## config.mk

```make
export PLATFORM = sky130hd
export DESIGN_NAME = seq_add
export DESIGN_NICKNAME = d
export VERILOG_FILES = /design/src/rtl/seq_add_pkg.sv /design/src/rtl/seq_add_digit_add.sv /design/src/rtl/seq_add.sv
export SDC_FILE = /design/constraint.sdc
export NUM_CORES = 1
export LEC_CHECK = 0
export ABC_AREA = 1
export CORE_ASPECT_RATIO = 1.25
export CORE_MARGIN = 2
export CORE_UTILIZATION = 48
export CTS_CLUSTER_SIZE = 25
export DETAILED_ROUTE_END_ITERATION = 12
export GPL_TIMING_DRIVEN = 0
export HOLD_SLACK_MARGIN = 0.1
export PLACE_DENSITY = 0.78
export SLEW_MARGIN = 40
export SYNTH_ARGS = -nofsm -noshare
export SYNTH_HDL_FRONTEND = slang
export SYNTH_SLANG_ARGS = --single-unit
```

## constraint.sdc

```tcl
create_clock -name clk -period 2.9 [get_ports clk]
set_input_delay 0.435 -clock clk [delete_from_list [all_inputs] [get_ports clk]]
set_output_delay 0.435 -clock clk [all_outputs]
set_load 0.03 [all_outputs]
```

## src/rtl/seq_add_pkg.sv

```systemverilog
// Shared types and elaboration helpers for the digit-serial adder.
package seq_add_pkg;

  typedef enum logic [1:0] {
    ST_IDLE = 2'd0,
    ST_RUN  = 2'd1,
    ST_DONE = 2'd2
  } state_e;

  // Number of digit steps needed to cover the operand width.
  function automatic int calc_ndig(input int width, input int digit);
    return (digit < 1) ? 1 : (width / digit);
  endfunction

  // Digit counter width; never narrower than one bit.
  function automatic int calc_cnt_w(input int ndig);
    return (ndig <= 2) ? 1 : $clog2(ndig);
  endfunction

endpackage

```

## src/rtl/seq_add_digit_add.sv

```systemverilog
// DIGIT-wide ripple-carry adder used once per cycle by the serial datapath.
module digit_add #(
  parameter int DIGIT = 4
) (
  input  logic [DIGIT-1:0] a,
  input  logic [DIGIT-1:0] b,
  input  logic             cin,
  output logic [DIGIT-1:0] s,
  output logic             c
);

  // Ripple the carry from the low bit upward.
  always_comb begin
    logic carry;
    carry = cin;
    s     = '0;
    for (int i = 0; i < DIGIT; i++) begin
      s[i]  = a[i] ^ b[i] ^ carry;
      carry = (a[i] & b[i]) | (carry & (a[i] ^ b[i]));
    end
    c = carry;
  end

endmodule

```

## src/rtl/seq_add.sv

```systemverilog
// Digit-serial adder: a + b + cin over WIDTH bits, DIGIT bits per cycle,
// with valid/ready on both sides and a result register held until consumed.
//
// state   | meaning
// --------+--------------------------------------------------------------
// ST_IDLE | in_ready=1, waiting for operands
// ST_RUN  | adding one digit per cycle, LSB digit first
// ST_DONE | out_valid=1, result held until out_ready
module seq_add
  import seq_add_pkg::*;
#(
  parameter int WIDTH = 16,
  parameter int DIGIT = 4
) (
  input  logic             clk,
  input  logic             rst_n,
  input  logic             in_valid,
  output logic             in_ready,
  input  logic [WIDTH-1:0] a,
  input  logic [WIDTH-1:0] b,
  input  logic             cin,
  output logic             out_valid,
  input  logic             out_ready,
  output logic [WIDTH-1:0] s,
  output logic             cout,
  output logic             ovf
);

  localparam int NDIG  = calc_ndig(WIDTH, DIGIT);
  localparam int CNT_W = calc_cnt_w(NDIG);
  localparam logic [CNT_W-1:0] LAST_CNT = CNT_W'(NDIG - 1);

  if (DIGIT < 1 || DIGIT > WIDTH || (WIDTH % DIGIT) != 0) begin : g_bad_params
    $error("seq_add: WIDTH must be a positive multiple of DIGIT");
  end

  state_e           state_q, state_d;
  logic [WIDTH-1:0] a_q, a_d, b_q, b_d;
  logic [WIDTH-1:0] acc_q, acc_d;
  logic [WIDTH-1:0] s_q, s_d;
  logic             carry_q, carry_d;
  logic             cout_q, cout_d;
  logic             ovf_q, ovf_d;
  logic [CNT_W-1:0] cnt_q, cnt_d;

  logic [DIGIT-1:0] dig_s;
  logic             dig_c;
  logic [WIDTH-1:0] acc_shift;

  digit_add #(.DIGIT(DIGIT)) u_digit_add (
    .a   (a_q[DIGIT-1:0]),
    .b   (b_q[DIGIT-1:0]),
    .cin (carry_q),
    .s   (dig_s),
    .c   (dig_c)
  );

  // New digit enters at the top; after NDIG steps the sum is fully aligned.
  assign acc_shift = WIDTH'({dig_s, acc_q} >> DIGIT);

  // Next-state and datapath update.
  always_comb begin
    state_d = state_q;
    a_d     = a_q;
    b_d     = b_q;
    acc_d   = acc_q;
    s_d     = s_q;
    carry_d = carry_q;
    cout_d  = cout_q;
    ovf_d   = ovf_q;
    cnt_d   = cnt_q;
    case (state_q)
      ST_IDLE: begin
        if (in_valid) begin
          a_d     = a;
          b_d     = b;
          carry_d = cin;
          acc_d   = '0;
          cnt_d   = '0;
          state_d = ST_RUN;
        end
      end
      ST_RUN: begin
        a_d     = a_q >> DIGIT;
        b_d     = b_q >> DIGIT;
        acc_d   = acc_shift;
        carry_d = dig_c;
        cnt_d   = cnt_q + CNT_W'(1);
        if (cnt_q == LAST_CNT) begin
          // Low digit of a_q/b_q now holds the operand MSBs.
          s_d     = acc_shift;
          cout_d  = dig_c;
          ovf_d   = (a_q[DIGIT-1] == b_q[DIGIT-1]) && (dig_s[DIGIT-1] != a_q[DIGIT-1]);
          state_d = ST_DONE;
        end
      end
      ST_DONE: begin
        if (out_ready) state_d = ST_IDLE;
      end
      default: state_d = ST_IDLE;
    endcase
  end

  // State and datapath registers with synchronous active-low reset.
  always_ff @(posedge clk) begin
    if (!rst_n) begin
      state_q <= ST_IDLE;
      a_q     <= '0;
      b_q     <= '0;
      acc_q   <= '0;
      s_q     <= '0;
      carry_q <= 1'b0;
      cout_q  <= 1'b0;
      ovf_q   <= 1'b0;
      cnt_q   <= '0;
    end else begin
      state_q <= state_d;
      a_q     <= a_d;
      b_q     <= b_d;
      acc_q   <= acc_d;
      s_q     <= s_d;
      carry_q <= carry_d;
      cout_q  <= cout_d;
      ovf_q   <= ovf_d;
      cnt_q   <= cnt_d;
    end
  end

  assign in_ready  = (state_q == ST_IDLE);
  assign out_valid = (state_q == ST_DONE);
  assign s         = s_q;
  assign cout      = cout_q;
  assign ovf       = ovf_q;

endmodule

```

* Yosys cells after proc, flatten, opt, wreduce, memory -nomap -nowiden *
Index checks and enable logic that the tools add are counted.

word-level totals
  bits in registers = 71
  latch bits = 0
  RAM bits = 0
  memory bits (read-only) = 0
  bits of input ports = 37
  memories = 0

operators by class
  $add $sub $neg = 1
  $mul = 0
  divide/modulo/power cells = 0
  $lt $le $gt $ge = 0
  equal/unequal tests = 8
  shift-type cells = 0
  muxes and demuxes = 14
  bitwise gates (word level) = 20
  reductions and logical operators = 6

operator list
  cell                                                 number
  one-hot mux 16 bit (2 select lines)                  3
  two-way mux 16 bit                                   3
  bitwise AND 1 bit                                    8
  two-way mux 2 bit                                    4
  XOR 1 bit                                            8
  one-hot mux 2 bit (3 select lines)                   1
  equality test 2 bit, second input constant           2
  != test 2 bit, second input constant                 2
  OR 1 bit                                             4
  one-hot mux 2 bit (2 select lines)                   1
  AND reduction 2 bit                                  2
  AND reduction 3 bit                                  1
  adder 2 x 1 -> 2 bit, second input constant          1
  equality test 2 x 1 -> 1 bit, second input constant  1
  logical NOT 2 bit                                    1
  != test 2 x 1 -> 1 bit, second input constant        1
  one-hot mux 1 bit (2 select lines)                   1
  nonzero test 2 bit                                   1
  equality test 1 bit                                  1
  logical AND 1 bit                                    1
  two-way mux 1 bit                                    1
  != test 1 bit                                        1

* Longest topological paths before layout *
  word-level depth = 10
  gate-level depth with buffers = 12
  mapped depth without buffers = 12

* By module *
Synthesis repeated with hierarchy kept, for this count alone.

unflattened totals
  cell total of the unflattened synthesis = 456
  area total of the unflattened synthesis = 3,116.7 um^2

modules (own cells, without submodules)
  module     times used  cells each  area each (um^2)  sequential area each (um^2)
  seq_add    1           442         2,999.1           1,341.3
  digit_add  1           14          117.6             0.0

* Worst setup path after synthesis *
Ideal clock, no wire load.

  path kind = register to register
  start = register a_q[0]
  end = register ovf_q (netlist: ovf)
  library setup time = 0.111 ns
  arrival = 2.088 ns
  required time = 2.789 ns
  setup slack = 0.702 ns
  stages on the path, launching flop included = 12
  buffers on the path = 0
  period minus slack after synthesis = 2.198 ns
  path through = dfxtp_1 -> inv_1 -> fa_1 -> inv_1 -> fa_1 -> fa_1 -> fa_1 -> nand2_1 -> nand3_1 -> nand2_1 -> inv_1 -> nor2_1

on the way
  cells in the longest elaborated chain, start to end = 10

RTL lines
  element                 line                     source
  start, declared         seq_add.sv:38            logic [WIDTH-1:0] a_q, a_d, b_q, b_d;
  start signal, assigned  seq_add.sv:108           a_q <= '0;
  start signal, assigned  seq_add.sv:118           a_q <= a_d;
  XOR 1 bit               seq_add_digit_add.sv:19  carry = (a[i] & b[i]) | (carry & (a[i] ^ b[i]));
  bitwise AND 1 bit       seq_add_digit_add.sv:19
  OR 1 bit *              seq_add_digit_add.sv:19
  bitwise AND 1 bit *     seq_add_digit_add.sv:19
  OR 1 bit *              seq_add_digit_add.sv:19
  bitwise AND 1 bit *     seq_add_digit_add.sv:19
  OR 1 bit *              seq_add_digit_add.sv:19
  XOR 1 bit *             seq_add_digit_add.sv:18  s[i] = a[i] ^ b[i] ^ carry;
  named net dig_s[3]      seq_add.sv:46            logic [DIGIT-1:0] dig_s;
  != test 1 bit *         seq_add.sv:93            ovf_d = (a_q[DIGIT-1] == b_q[DIGIT-1]) && (dig_s[DIGIT-1] != a_q[DIGIT-1]);
  logical AND 1 bit *     seq_add.sv:93
  end signal, assigned    seq_add.sv:124           ovf_q <= ovf_d;
  end, declared           seq_add.sv:43            logic ovf_q, ovf_d;

Mark *: on every way through the listed nets, which the timed path passes. The rest lies on a longest branch.
A chain may end at the register's enable or synchronous reset.

* Worst setup path after layout *
  start = register state_q[0]
  end = output in_ready

on the way
  cells in the longest elaborated chain, start to end = 1

RTL lines
  element                 line            source
  start, declared         seq_add.sv:37   state_e state_q, state_d;
  start signal, assigned  seq_add.sv:117  state_q <= state_d;
  logical NOT 2 bit       seq_add.sv:129  assign in_ready = (state_q == ST_IDLE);
  end, declared           seq_add.sv:18   output logic in_ready,

Every way passes these cells.

==> impl_metrics.tcl <==
set metrics [dict create \
    cp-start-kind "flip-flop" \
    cpPeakStageDelay_ns 0.75 \
    drive_gt1_frac 0.117 \
    place_congestion 0.849 \
    syn_nets 495 \
    io_pins 57 \
    swShare 0.269 \
    seqPwrFrac 0.457 \
    critPathArrivalTime_ns 2.02 \
    placed_cells 592 \
    clkTransAtPathRegs_ns 0.08 \
    relSlewSlack 0.658 \
    hold_class "reg2reg" \
    skew_ns 0.00753 \
    clock_latency_ns 0.35 \
    drt-pass1-iter-count 4 \
    power.share.clock 0.400 \
    core_mm2 0.00625 \
    initialDrtViolationCount 116 \
    path_max_fanout 10 \
    power_density_mw_per_mm2 544 \
    cts-hold-fix-buffers 0 \
    htree_levels 3 \
    dieArea_mm2 0.00717 \
    tns_ns 0 \
    antenna_cells 0 \
    grt_antenna_before_repair 0 \
    critPathCapture "in_ready" \
    final_common_cell "nand2_1" \
    yosysUniqueCellTypes 22 \
    multiInputGateArea_mm2 0.00138 \
    holdWs_ns 0.465 \
    grt_max_degree 14 \
    seq_area_frac_synth 0.430 \
    post_cts_buffers 0 \
    leakage_uw 0.00178 \
    final.fill_count 604 \
    clockBufferDepth 2 \
    drc 0 \
    netlist_instances 452 \
    required_ns 2.47 \
    placed_cell_area_mm2 0.00378 \
    fin_util 0.641 \
    pwr-share-comb 0.143 \
    p_int_uw 1590 \
    finalHoldViolations 0 \
    ir_drop_v 0.000303 \
    fin_crit_sh 0.847 \
    areaGrowthSynthToFinish_pct 28.3 \
    syn-cell-area_mm2 0.00312 \
    start_util 0.500 \
    synth_area_per_cell_um2 6.90 \
    end_kind "primary output" \
    overflow 0 \
    crit_slowest_cell "clkdlybuf4s50_1" \
    cts-buffers-inserted 9 \
    die_h_um 94.1 \
    register_area_mm2 0.00134 \
    rsz0062_at_grt "false" \
    grt_pass1_vias 2696 \
    cts_tree "built" \
    grt.total_usage 0.214 \
    worstSetupStartpoint "state_q[0]$_SDFFE_PN0P_" \
    switching_power_uw 586 \
    grt_pass1_wl_um 12000 \
    vias 2830 \
    maxSlewViolCount 0 \
    setup_viol 0 \
    ys_ff_latch 67 \
    regToRegEndpoint "ovf$_SDFFE_PN0P_" \
    fin_cells 608 \
    io_buffer_count 55 \
    fmax_mhz 407 \
    rows 32 \
    worst_pin_slew_ns 0.513 \
    ctsResizeCount 0 \
    r2r_slack_ns 0.56 \
    cts.sinks 67 \
    r2r_cells 11 \
    fin_crit_ns 2.46 \
    cts_root_buf "clkbuf_8" \
    status "finished, final reports clean" \
    worstSetupPathType "reg2out" \
    final_cell_area_mm2 0.00400 \
    dpl.hpwl_um 5120 \
    most-common-layout-cells "nand2_1, inv_1, dfxtp_1" \
    dieWidth_um 76.1 \
    ys_warn_count 0 \
    avgViaCountPerCell 4.65 \
    maxCapViolCount 0 \
    antenna_left 0 \
    cp_cell_sequence "buf_4 -> nor2_2 -> clkdlybuf4s50_1" \
    nets 561 \
    routed_wl_um 6950 \
    wl_per_cell_um 11.4 \
    worst_r2r_startpoint "a_q[0]$_SDFFE_PN0P_" \
]
cells by family after synthesis:
kind of cell,count (synthesis),synth area share
AND/OR/NAND/NOR,219,0.285
buffers and inverters,94,0.130
flip-flops,67,0.430
AO/OA/AOI/OAI,66,0.121
adder cells (fa/ha/maj),6,0.0337
registers in the layout, summed over array words and instances, names as in the netlist:
name / cells
a_q: 16
acc_q: 12
b_q: 16
carry_q: 1
cnt_q: 2
cout: 1
ovf: 1
s: 16
state_q: 2
worst min path at each step:
stage | cells past startpoint | startpoint | to
final | 2 | s[10]$_SDFFE_PN0P_ | s[10]$_SDFFE_PN0P_
after global routing | 3 | in_valid | a_q[15]$_SDFFE_PN0P_
after CTS | 3 | in_valid | b_q[12]$_SDFFE_PN0P_
after detailed placement | 2 | acc_q[6]$_SDFFE_PN0P_ | s[2]$_SDFFE_PN0P_
after global placement | 2 | acc_q[4]$_SDFFE_PN0P_ | s[0]$_SDFFE_PN0P_
after floorplan | 2 | a_q[14]$_SDFFE_PN0P_ | a_q[14]$_SDFFE_PN0P_
metal layers:
metal | GRT usage | part of all wire
met5 | 0 | 0
met4 | 0.0788 | 0.015
met3 | 0.0606 | 0.062
met2 | 0.382 | 0.50
met1 | 0.243 | 0.42
power by group through the flow:
stage | clock network [µW] | registers (µW) | logic, µW
after floorplan | 0 | 1010 | 208
after global placement | 0 | 1010 | 303
after detailed placement | 0 | 1020 | 309
after CTS | 882 | 995 | 312
after global routing | 930 | 1000 | 357
final | 872 | 996 | 311
cells in the mapped netlist:
library cell / count / area (µm²)
a21oi_1: 54 / 270
a21oi_2: 10 / 87.6
buf_2: 14 / 70.1
buf_4: 2 / 15.0
buf_6: 2 / 22.5
buf_8: 1 / 15.0
clkbuf_1: 4 / 15.0
dfxtp_1: 67 / 1340
fa_1: 4 / 80.1
ha_1: 2 / 25.0
inv_1: 70 / 263
inv_2: 1 / 3.75
nand2_1: 166 / 623
nand2_2: 10 / 62.6
nand2_4: 1 / 11.3
nand3_1: 9 / 45.0
nand3_2: 1 / 10.0
nor2_1: 30 / 113
nor2_2: 1 / 6.26
nor2_8: 1 / 20.0
o21ai_0: 1 / 5.00
o21ai_4: 1 / 16.3
layout make-up:
type                       count  area share
timing repair buffer          55       0.138
tap                           85      0.0266
multi-input combinational    291       0.344
clock inverter                 7      0.0253
sequential                    67       0.335
clock buffer                   9      0.0309
buffer                        23      0.0344
inverter                      71      0.0666
worst max-delay path, delay by kind of cell (launching register included):
family | cells | cell delay [ns]
DFF | 1 | 0.39
buffers and inverters | 2 | 0.97
and+or+nand+nor | 1 | 0.32
per-stage QoR:
stage	setup slack (ns)	power, µW
after global routing	0.370	2290
after floorplan	0.702	1220
after global placement	0.597	1320
final	0.444	2180
after CTS	0.429	2190
after detailed placement	0.579	1330
No activity file was read; power rests on OpenSTA's default activity.
